`config.mk`:
```
export PLATFORM = sky130hd
export DESIGN_NAME = decode_stage_flat
export DESIGN_NICKNAME = d
export VERILOG_FILES = /design/src/rtl/decode_pkg.sv /design/src/rtl/decode_if.sv /design/src/rtl/decode_comb.sv /design/src/rtl/decode_stage.sv /design/src/flat_wrapper.sv
export SDC_FILE = /design/constraint.sdc
export NUM_CORES = 1
export LEC_CHECK = 0
export CAP_MARGIN = 20
export CORE_MARGIN = 2
export CORE_UTILIZATION = 40
export CTS_CLUSTER_DIAMETER = 50
export DETAILED_ROUTE_END_ITERATION = 8
export PLACE_DENSITY = 0.76
export SYNTH_ARGS = -nofsm -noshare
export SYNTH_HDL_FRONTEND = slang
export SYNTH_SLANG_ARGS = --single-unit
```
`constraint.sdc`:
```
create_clock -name clk -period 4.9 [get_ports clk]
set_clock_uncertainty 0.15 [all_clocks]
set_input_delay 0.735 -clock clk [delete_from_list [all_inputs] [get_ports clk]]
set_output_delay 0.735 -clock clk [all_outputs]
set_load 0.01 [all_outputs]
```
`src/rtl/decode_pkg.sv`:
```
// rtl/decode_pkg.sv - opcode/ALU constants and shared decode types for the decode stage
package decode_pkg;

    localparam logic [6:0] OP_R   = 7'h33;
    localparam logic [6:0] OP_I   = 7'h13;
    localparam logic [6:0] OP_LUI = 7'h37;

    typedef enum logic [3:0] {
        ALU_AND  = 4'b0000,
        ALU_SLL  = 4'b0001,
        ALU_ADD  = 4'b0010,
        ALU_OR   = 4'b0011,
        ALU_SUB  = 4'b0100,
        ALU_SLT  = 4'b0101,
        ALU_XOR  = 4'b0110,
        ALU_SLTU = 4'b0111,
        ALU_SRL  = 4'b1000,
        ALU_SRA  = 4'b1001,
        ALU_INV  = 4'b1111
    } alu_t;

    // XLEN-independent part of a decoded entry; the immediate is added by the
    // using module's decoded_t typedef so this package stays unparametrised.
    typedef struct packed {
        logic [4:0] rs1;
        logic [4:0] rs2;
        logic [4:0] rd;
        alu_t       alu_ctrl;
        logic       use_imm;
        logic       reg_write;
        logic       illegal;
    } decoded_ctrl_t;

    localparam decoded_ctrl_t CTRL_ILLEGAL = '{
        rs1: 5'd0, rs2: 5'd0, rd: 5'd0, alu_ctrl: ALU_INV,
        use_imm: 1'b0, reg_write: 1'b0, illegal: 1'b1
    };

    typedef enum logic [1:0] {
        BUF_EMPTY = 2'd0,
        BUF_ONE   = 2'd1,
        BUF_TWO   = 2'd2
    } buf_state_t;

endpackage

```
`src/rtl/decode_if.sv`:
```
// rtl/decode_if.sv - fetch-side and execute-side handshake bundle of the decode stage
interface decode_if #(
    parameter int XLEN = 32
);
    logic            in_valid;
    logic            in_ready;
    logic [31:0]     in_inst;
    logic [XLEN-1:0] in_pc;
    logic            out_valid;
    logic            out_ready;
    logic [XLEN-1:0] out_pc;
    logic [4:0]      out_rs1;
    logic [4:0]      out_rs2;
    logic [4:0]      out_rd;
    logic [XLEN-1:0] out_imm;
    logic [3:0]      out_alu_ctrl;
    logic            out_use_imm;
    logic            out_reg_write;
    logic            out_illegal;

    modport master (
        output in_valid, in_inst, in_pc, out_ready,
        input  in_ready, out_valid, out_pc, out_rs1, out_rs2, out_rd,
               out_imm, out_alu_ctrl, out_use_imm, out_reg_write, out_illegal
    );

    modport slave (
        input  in_valid, in_inst, in_pc, out_ready,
        output in_ready, out_valid, out_pc, out_rs1, out_rs2, out_rd,
               out_imm, out_alu_ctrl, out_use_imm, out_reg_write, out_illegal
    );
endinterface

```
`src/rtl/decode_comb.sv`:
```
// rtl/decode_comb.sv - combinational RV32I/RV64I integer ALU decoder (R-type, I-type, LUI)
module decode_comb
    import decode_pkg::*;
#(
    parameter int XLEN = 32
) (
    input  logic [31:0]     inst,
    output decoded_ctrl_t   ctrl,
    output logic [XLEN-1:0] imm
);
    localparam int SHW = $clog2(XLEN);
    localparam int UPW = 12 - SHW;
    // srai marker sits at instruction bit 30 whatever the shamt width is
    localparam logic [UPW-1:0] SRAI_UP = UPW'(7'h20 >> (SHW - 5));

    logic [6:0]      opcode;
    logic [2:0]      funct3;
    logic [6:0]      funct7;
    logic [UPW-1:0]  upper;
    logic [XLEN-1:0] imm_i;
    logic [XLEN-1:0] imm_sh;
    logic [XLEN-1:0] imm_u;

    assign opcode = inst[6:0];
    assign funct3 = inst[14:12];
    assign funct7 = inst[31:25];
    assign upper  = inst[31:20+SHW];
    assign imm_i  = XLEN'($signed(inst[31:20]));
    assign imm_sh = XLEN'(inst[20 +: SHW]);
    assign imm_u  = XLEN'($signed({inst[31:12], 12'b0}));

    alu_t            op;
    logic            ok;
    logic [XLEN-1:0] imm_sel;

    always_comb begin
        ctrl    = CTRL_ILLEGAL;
        imm     = '0;
        op      = ALU_INV;
        ok      = 1'b0;
        imm_sel = '0;
        case (opcode)
            OP_R: begin
                ok = 1'b1;
                case ({funct7, funct3})
                    {7'h00, 3'd0}: op = ALU_ADD;
                    {7'h20, 3'd0}: op = ALU_SUB;
                    {7'h00, 3'd1}: op = ALU_SLL;
                    {7'h00, 3'd2}: op = ALU_SLT;
                    {7'h00, 3'd3}: op = ALU_SLTU;
                    {7'h00, 3'd4}: op = ALU_XOR;
                    {7'h00, 3'd5}: op = ALU_SRL;
                    {7'h20, 3'd5}: op = ALU_SRA;
                    {7'h00, 3'd6}: op = ALU_OR;
                    {7'h00, 3'd7}: op = ALU_AND;
                    default:       ok = 1'b0;
                endcase
                if (ok) begin
                    ctrl = '{rs1: inst[19:15], rs2: inst[24:20], rd: inst[11:7],
                             alu_ctrl: op, use_imm: 1'b0, reg_write: 1'b1, illegal: 1'b0};
                end
            end
            OP_I: begin
                ok      = 1'b1;
                imm_sel = imm_i;
                case (funct3)
                    3'd0: op = ALU_ADD;
                    3'd2: op = ALU_SLT;
                    3'd3: op = ALU_SLTU;
                    3'd4: op = ALU_XOR;
                    3'd6: op = ALU_OR;
                    3'd7: op = ALU_AND;
                    3'd1: begin
                        op      = ALU_SLL;
                        imm_sel = imm_sh;
                        ok      = (upper == '0);
                    end
                    default: begin
                        imm_sel = imm_sh;
                        if (upper == '0) begin
                            op = ALU_SRL;
                        end else if (upper == SRAI_UP) begin
                            op = ALU_SRA;
                        end else begin
                            ok = 1'b0;
                        end
                    end
                endcase
                if (ok) begin
                    ctrl = '{rs1: inst[19:15], rs2: 5'd0, rd: inst[11:7],
                             alu_ctrl: op, use_imm: 1'b1, reg_write: 1'b1, illegal: 1'b0};
                    imm  = imm_sel;
                end
            end
            OP_LUI: begin
                ctrl = '{rs1: 5'd0, rs2: 5'd0, rd: inst[11:7],
                         alu_ctrl: ALU_ADD, use_imm: 1'b1, reg_write: 1'b1, illegal: 1'b0};
                imm  = imm_u;
            end
            default: begin
                ctrl = CTRL_ILLEGAL;
            end
        endcase
    end

endmodule

```
`src/rtl/decode_stage.sv`:
```
// rtl/decode_stage.sv - registered decode stage with 2-entry skid buffer and illegal counter
module decode_stage
    import decode_pkg::*;
#(
    parameter int XLEN  = 32,
    parameter int CNT_W = 16
) (
    input  logic             clk,
    input  logic             rst_n,
    input  logic             flush,
    decode_if.slave          bus,
    output logic [CNT_W-1:0] illegal_cnt
);
    typedef struct packed {
        logic [XLEN-1:0] imm;
        decoded_ctrl_t   ctrl;
    } decoded_t;

    typedef struct packed {
        logic [XLEN-1:0] pc;
        decoded_t        dec;
    } entry_t;

    decoded_ctrl_t   dec_ctrl;
    logic [XLEN-1:0] dec_imm;
    entry_t          new_e;

    decode_comb #(.XLEN(XLEN)) u_comb (
        .inst (bus.in_inst),
        .ctrl (dec_ctrl),
        .imm  (dec_imm)
    );

    assign new_e = '{pc: bus.in_pc, dec: '{imm: dec_imm, ctrl: dec_ctrl}};

    buf_state_t state;
    entry_t     main_q;
    entry_t     skid_q;
    logic       ready_q;
    logic       valid_q;
    logic       accept;
    logic       drain;

    assign accept = bus.in_valid & ready_q;
    assign drain  = valid_q & bus.out_ready;

    // in_ready/out_valid are flops that always track the next state, so
    // neither depends combinationally on in_valid or out_ready.
    always_ff @(posedge clk or negedge rst_n) begin
        if (!rst_n) begin
            state       <= BUF_EMPTY;
            main_q      <= '0;
            skid_q      <= '0;
            ready_q     <= 1'b1;
            valid_q     <= 1'b0;
            illegal_cnt <= '0;
        end else if (flush) begin
            state   <= BUF_EMPTY;
            ready_q <= 1'b1;
            valid_q <= 1'b0;
        end else begin
            if (accept && new_e.dec.ctrl.illegal && (illegal_cnt != '1)) begin
                illegal_cnt <= illegal_cnt + 1'b1;
            end
            case (state)
                BUF_EMPTY: begin
                    if (accept) begin
                        main_q  <= new_e;
                        state   <= BUF_ONE;
                        valid_q <= 1'b1;
                    end
                end
                BUF_ONE: begin
                    if (accept && drain) begin
                        main_q <= new_e;
                    end else if (accept) begin
                        skid_q  <= new_e;
                        state   <= BUF_TWO;
                        ready_q <= 1'b0;
                    end else if (drain) begin
                        state   <= BUF_EMPTY;
                        valid_q <= 1'b0;
                    end
                end
                BUF_TWO: begin
                    if (drain) begin
                        main_q  <= skid_q;
                        state   <= BUF_ONE;
                        ready_q <= 1'b1;
                    end
                end
                default: begin
                    state   <= BUF_EMPTY;
                    ready_q <= 1'b1;
                    valid_q <= 1'b0;
                end
            endcase
        end
    end

    assign bus.in_ready      = ready_q;
    assign bus.out_valid     = valid_q;
    assign bus.out_pc        = main_q.pc;
    assign bus.out_imm       = main_q.dec.imm;
    assign bus.out_rs1       = main_q.dec.ctrl.rs1;
    assign bus.out_rs2       = main_q.dec.ctrl.rs2;
    assign bus.out_rd        = main_q.dec.ctrl.rd;
    assign bus.out_alu_ctrl  = main_q.dec.ctrl.alu_ctrl;
    assign bus.out_use_imm   = main_q.dec.ctrl.use_imm;
    assign bus.out_reg_write = main_q.dec.ctrl.reg_write;
    assign bus.out_illegal   = main_q.dec.ctrl.illegal;

endmodule

```
`src/flat_wrapper.sv`:
```
// flat-port wrapper written by rule: the top's interface ports become plain ports
module decode_stage_flat import decode_pkg::*;
#(
    parameter int XLEN  = 32,
    parameter int CNT_W = 16
)
  (clk, rst_n, flush, illegal_cnt, bus_in_valid, bus_in_inst, bus_in_pc, bus_out_ready, bus_in_ready, bus_out_valid, bus_out_pc, bus_out_rs1, bus_out_rs2, bus_out_rd, bus_out_imm, bus_out_alu_ctrl, bus_out_use_imm, bus_out_reg_write, bus_out_illegal);
  decode_if #(.XLEN(XLEN)) bus_i ();
  input  logic clk;
  input  logic rst_n;
  input  logic flush;
  output logic [CNT_W-1:0] illegal_cnt;
  input wire logic [$bits(bus_i.in_valid)-1:0] bus_in_valid;
  input wire logic [$bits(bus_i.in_inst)-1:0] bus_in_inst;
  input wire logic [$bits(bus_i.in_pc)-1:0] bus_in_pc;
  input wire logic [$bits(bus_i.out_ready)-1:0] bus_out_ready;
  output wire logic [$bits(bus_i.in_ready)-1:0] bus_in_ready;
  output wire logic [$bits(bus_i.out_valid)-1:0] bus_out_valid;
  output wire logic [$bits(bus_i.out_pc)-1:0] bus_out_pc;
  output wire logic [$bits(bus_i.out_rs1)-1:0] bus_out_rs1;
  output wire logic [$bits(bus_i.out_rs2)-1:0] bus_out_rs2;
  output wire logic [$bits(bus_i.out_rd)-1:0] bus_out_rd;
  output wire logic [$bits(bus_i.out_imm)-1:0] bus_out_imm;
  output wire logic [$bits(bus_i.out_alu_ctrl)-1:0] bus_out_alu_ctrl;
  output wire logic [$bits(bus_i.out_use_imm)-1:0] bus_out_use_imm;
  output wire logic [$bits(bus_i.out_reg_write)-1:0] bus_out_reg_write;
  output wire logic [$bits(bus_i.out_illegal)-1:0] bus_out_illegal;
  assign bus_i.in_valid = bus_in_valid;
  assign bus_i.in_inst = bus_in_inst;
  assign bus_i.in_pc = bus_in_pc;
  assign bus_i.out_ready = bus_out_ready;
  assign bus_in_ready = bus_i.in_ready;
  assign bus_out_valid = bus_i.out_valid;
  assign bus_out_pc = bus_i.out_pc;
  assign bus_out_rs1 = bus_i.out_rs1;
  assign bus_out_rs2 = bus_i.out_rs2;
  assign bus_out_rd = bus_i.out_rd;
  assign bus_out_imm = bus_i.out_imm;
  assign bus_out_alu_ctrl = bus_i.out_alu_ctrl;
  assign bus_out_use_imm = bus_i.out_use_imm;
  assign bus_out_reg_write = bus_i.out_reg_write;
  assign bus_out_illegal = bus_i.out_illegal;
  decode_stage #(.XLEN(XLEN), .CNT_W(CNT_W)) u_core (.clk(clk), .rst_n(rst_n), .flush(flush), .bus(bus_i), .illegal_cnt(illegal_cnt));
endmodule
```
[Word level (Yosys, flattened, before mapping)]
Cells that the tools add are included.
Word-level totals
  register bits after elaboration: 192
  input bits: 69
  output and inout port bits: 104
  logic and storage cells: 115
Cells by class
  add/subtract/negate cells: 1
  equality and inequality tests: 34
  muxes and demuxes: 38
  bitwise gates (word level): 4
  reduce and logical (&&, ||, !) cells: 16
Operators by type and width (count)
  86-bit 2-to-1 mux: 3
  86-bit one-hot mux with 3 select lines: 1
  22-bit one-hot mux with 3 select lines: 1
  32-bit 2-to-1 mux: 2
  32-bit one-hot mux with 2 select lines: 1
  22-bit 2-to-1 mux: 2
  10-bit by 3-bit == test with 1-bit output (second input constant): 4
  4-bit one-hot mux with 10 select lines: 1
  4-bit one-hot mux with 7 select lines: 1
  7-bit by 6-bit == test with 1-bit output (second input constant): 3
  10-bit by 2-bit == test with 1-bit output (second input constant): 2
  10-bit by 9-bit == test with 1-bit output (second input constant): 2
  16-bit by 1-bit adder with 16-bit output (second input constant): 1
  16-bit != test (second input constant): 1
  1-bit 2-to-1 mux: 14
  2-bit 2-to-1 mux: 6
  3-bit by 2-bit != test with 1-bit output (second input constant): 4
  4-bit AND reduction: 3
  10-bit by 1-bit == test with 1-bit output (second input constant): 1
  10-bit logical NOT: 1
  5-bit AND reduction: 2
  10-bit OR reduction: 1
  3-bit == test (second input constant): 3
  7-bit by 5-bit == test with 1-bit output (second input constant): 1
  other kinds (21): 32

[Depth between registers and ports, before layout]
  depth after elaboration: 10
  gate-level depth with buffers: 8
  mapped depth without buffers: 6

[Modules after synthesis]
A second synthesis with hierarchy kept.
Unflattened totals
  cells, all modules: 663
  area, all modules: 9128.8 um2
Modules (own cells, without submodules)
  decode_stage: times used 1, cells each 556, area an instance 8394.3 um2, seq. area each 4805.9 um2
  decode_comb: times used 1, cells each 107, area an instance 734.5 um2, seq. area each 0.0 um2

[Worst setup path before layout]
OpenSTA, ideal clock, no wires.
  path kind: input-to-reg
  from: input bus_in_inst[27]
  to: register u_core.illegal_cnt[1]
  arrival: 2.158 ns
  data required time: 4.622 ns
  slack: 2.465 ns
  cell stages on the path: 5
  cells stage by stage: or4_4 -> nor4_4 -> o21ai_2 -> nand3_1 -> mux2_1
Between the ends
  word-level cells in the longest chain between the ends: 10
RTL lines
  from (decl): RTL line flat_wrapper.sv:14  | input wire logic [$bits(bus_i.in_inst)-1:0] bus_in_inst;
  7-bit by 6-bit == test with 1-bit output: RTL line decode_comb.sv:82  | end else if (upper == SRAI_UP) begin
  1-bit 2-to-1 mux: RTL line decode_comb.sv:82
  1-bit 2-to-1 mux: RTL line decode_comb.sv:80  | if (upper == '0) begin
  1-bit one-hot mux with 2 select lines: RTL line decode_comb.sv:66  | case (funct3)
  1-bit 2-to-1 mux: RTL line decode_comb.sv:42  | case (opcode)
  22-bit 2-to-1 mux: RTL line decode_comb.sv:89  | if (ok) begin
  22-bit one-hot mux with 3 select lines *: RTL line decode_comb.sv:42
  1-bit logical AND * (2 in series): RTL line decode_stage.sv:62  | if (accept && new_e.dec.ctrl.illegal && (illegal_cnt != '1)) begin
  2-bit AND reduction (no line) *
  to (signal assigned): RTL line decode_stage.sv:63  | illegal_cnt <= illegal_cnt + 1'b1;
  to (decl): RTL line decode_stage.sv:12  | output logic [CNT_W-1:0] illegal_cnt
Mark *: on every way between the ends. The rest lies on a longest branch, timed or not. The select of a mux whose other input is x is not followed.
A chain may end at the register's enable or synchronous reset.

[Worst setup path after layout]
  from: input bus_out_ready
  to: register u_core.main_q (netlist bit u_core.bus.out_reg_write)
Between the ends
  word-level cells in the longest chain between the ends: 4
RTL lines
  from (decl): RTL line flat_wrapper.sv:16  | input wire logic [$bits(bus_i.out_ready)-1:0] bus_out_ready;
  1-bit AND *: RTL line decode_stage.sv:45  | assign drain = valid_q & bus.out_ready;
  1-bit logical AND: RTL line decode_stage.sv:74  | if (accept && drain) begin
  2-bit by 1-bit != test with 1-bit output (no line)
  5-bit AND reduction (no line) *
  to (signal assigned): RTL line decode_stage.sv:68  | main_q <= new_e;
  to (signal assigned): RTL line decode_stage.sv:75  | main_q <= new_e;
  to (signal assigned): RTL line decode_stage.sv:87  | main_q <= skid_q;
  to (decl): RTL line decode_stage.sv:37  | entry_t main_q;
Mark *: on every way between the ends. The rest lies on a longest branch, timed or not.

==> summary.md <==
| Metric | Value |
|---|---|
| Worst-margin pin slew | `about 1100 ps` |
| CTS tree | `yes` |
| Hold Buf Count CTS | `0` |
| First-pass GRT wire length | `~39 mm` |
| DR vias | `7595` |
| Die ar. | `approximately 0.023 mm2` |
| Cells on worst reg2reg path | `5` |
| DR WL/cell | `between 15 and 20 um` |
| Clk Latency, worst-skew pair | `roughly 440 ps` |
| Sum Neg Setup Slack | `0 ps` |
| Setup bufs post-CTS | `0` |
| Hold Vio Cnt, Final | `0` |
| Crit Path Category | `input port to flip-flop` |
| ANT cells | `0` |
| Max clock buf depth | `2` |
| Clock-pin slew of the registers on the worst-case setup and hold paths | `about 70 ps` |
| Final setup fails | `0` |
| Antenna violations before repair | `0` |
| Initial Util | `about two fifths` |
| Antenna violation net count after detailed routing | `0` |
| Post-Syn Area | `just under 0.009 mm2` |
| IR drop worst, VDD | `approximately 0.27 mV` |
| Count leader, synth | `nand2_1` |
| Overflow after GRT | `0` |
| Ys Warns | `0` |
| Area share of the largest cell type after synthesis | `between 50 and 60%` |
| Post-synth ARST share | `100.0%` |
| Hold crit path type | `input port to asynchronous set/reset pin` |
| H-tree level count | `4` |
| Site Rows | `53` |
| Leak | `about 4.8 nW` |
| Placement Cell Area | `approximately 0.011 mm2` |
| Core ar. | `0.02122 mm2` |
| M1 GR Usage | `between 20 and 30%` |
| Final wirelength | `23.78 mm` |
| Pre-antenna DRT Iters | `5` |
| Filler cells | `roughly 2000` |
| Net Count, Synth | `around 1000` |
| Final Critical Period | `3238 ps` |
| Gpl congestion | `slightly above 0.9` |
| Synth top area cells | `dfrtp_1, nand2_1, nand3_1` |
| Top_reg_cell synth | `dfrtp_1` |
| GRT busiest layer | `met2` |
| Status | `completed` |
| Final Cell Area | `about 0.011 mm2` |
| Startpoint types | `input port` |
| PortBufs | `about 170` |
| Root Driver | `clkbuf_16` |
| Area leader, netlist | `dfrtp_1` |
| Post-route total power | `~5 mW` |
| Pwr/cell area | `443.6 mW/mm2` |
| Met2 usage | `34.25%` |
| DR iter-0 viols | `approximately 610` |
| Max_cap viols | `0` |
| Sequential-to-total area share from yosys stat | `between 50% and 60%` |
| Die H | `roughly 150 um` |
| Nets | `1176` |
| Post-synth cell types | `slightly below 60` |
| Unrepaired setup endpoints after global routing | `no` |
| Flip-flop and latch count after synthesis | `192` |
| Met3 Resource Use GR | `about 4.4%` |
| Vias in the first global route | `about 7300` |
| Post-CTS sizing | `0` |
| Area delta synth->final | `28.36%` |
| Total GRT Usage | `21.51%` |
| Number of flops mapped to enable cells by yosys | `0` |
| Die W | `between 150 and 200 um` |
| Fin. max-slew vios | `0` |
| Syn Inst Count | `slightly below 1000` |
| Drc violations | `0` |
| Largest net degree at the start of global routing | `between 100 and 150` |
| Hold_ws | `between 200 and 300 ps` |
| Max FO, Critical Path | `22` |
| CP required | `between 5000 and 6000 ps` |
| Commonest cells post-synth | `nand2_1, dfrtp_1, nor2_1, nand3_1, a21oi_1` |
| Total CTS buffers | `17` |
| Layout cells sized above 1 | `roughly 5.4%` |
| Avg Synthesized Cell Area | `8.900 um2` |
| F_max | `slightly above 300 MHz` |
| Crit. End Element | `flip-flop` |
| Worst rel slew slack | `29.19%` |
| Post-detail-place hpwl | `between 15 and 20 mm` |
| I/O pins | `approximately 170` |
| Crit path DAT | `3420 ps` |
| Final period utilization | `66.08%` |
| DR vias/cell | `about 5.4` |
| Sink Count | `about 190` |
==> registers in the layout, summed over array words and instances, names as in the netlist, 2 cells and up <==
| register | cells |
|---|---|
| u_core.skid_q | 86 |
| u_core.bus.out_rs2 | 5 |
| u_core.bus.out_rs1 | 5 |
| u_core.state | 2 |
| u_core.bus.out_alu_ctrl | 4 |
| u_core.illegal_cnt | 16 |
| u_core.bus.out_rd | 5 |
| u_core.bus.out_pc | 32 |
| u_core.bus.out_imm | 32 |
==> worst max-delay path, cell delays in order <==
cell and delay (ps):
clkdlybuf4s50_1 510, a21boi_1 180, o31ai_1 400, nor2b_4 540
nand2_1 650, o211ai_1 400
==> cell families (layout without fill, tap and decap cells) <==
logic type / Yosys count / in the layout / share of synthesized area, %
compound gates: 190 / 190 / 13.54
flops: 192 / 192 / 55.16
simple gates: 494 / 494 / 24.83
xor+xnor: 17 / 17 / 1.709
buf+inv: 81 / 221 / 4.150
mux: 4 / 4 / 0.4739
fa+ha+maj: 1 / 1 / 0.1436
==> routing by layer <==
layer	routed length (um)	share of wire, %
met5	0	0
met4	476	2.0
met3	1618	6.8
met2	11340	48
met1	10340	43
==> through the flow <==
stage | std cells | setup slack (ps) | utilization [%]
finish | 1394 | 1662 | 52.71
global route | 1394 | 1439 | 52.71
CTS | 1392 | 1655 | 52.48
detailed placement | 1360 | 1223 | 49.69
global placement | 1360 | 1329 | 49.69
floorplan | 979 | 2465 | -
==> layout make-up <==
type / instances / area [um2] / area share (%)
Clock buffer: 18 / 439.2 / 3.927
Clock inverter: 14 / 152.6 / 1.365
Inverter: 8 / 30.03 / 0.2685
Multi-Input combinational cell: 706 / 3575 / 31.96
Sequential cell: 192 / 4806 / 42.97
Tap cell: 275 / 344.1 / 3.076
Timing Repair Buffer: 181 / 1838 / 16.43
==> placed cells by master, fill, tap and decap left out, drive strengths merged, types with 3 or more instances in the layout <==
| cell type | n |
|---|---|
| a22o | 6 |
| o31ai | 4 |
| nor4 | 4 |
| nand3 | 70 |
| nand2b | 7 |
| and3 | 13 |
| nor2 | 76 |
| nand4 | 14 |
| clkinv | 3 |
| clkbuf | 19 |
| and2 | 6 |
| nor2b | 3 |
| clkinvlp | 3 |
| dfrtp | 191 |
| nand2 | 279 |
| mux2i | 3 |
| a21oi | 53 |
| o21ai | 33 |
| nor3 | 8 |
| clkdlybuf4s50 | 171 |
| inv | 14 |
| xnor2 | 15 |
| o211ai | 25 |
| a31oi | 46 |
| o22ai | 5 |
| buf | 9 |
==> where the power goes <==
part	switching (mW)	internal, mW	leakage [nW]	total (mW)
clock	0.642	0.775	0.286	1.42
combinational	0.648	0.684	2.11	1.33
sequential	0.239	1.97	2.43	2.21
==> path summary, 6_finish.rpt <==
check                                  start                  endpoint  slack [ps]
setup / recovery               bus_out_ready  u_core.bus.out_reg_write        1660
hold / removal                         rst_n     u_core.bus.out_pc[27]         290
setup reg to reg             u_core.state[0]  u_core.bus.out_reg_write        1950
hold reg to reg            u_core.skid_q[14]         u_core.skid_q[14]         320
max in group asynchronous              rst_n       u_core.bus.in_ready        3210
min in group clk           u_core.skid_q[14]         u_core.skid_q[14]         320
(Power assumes the default switching activity.)
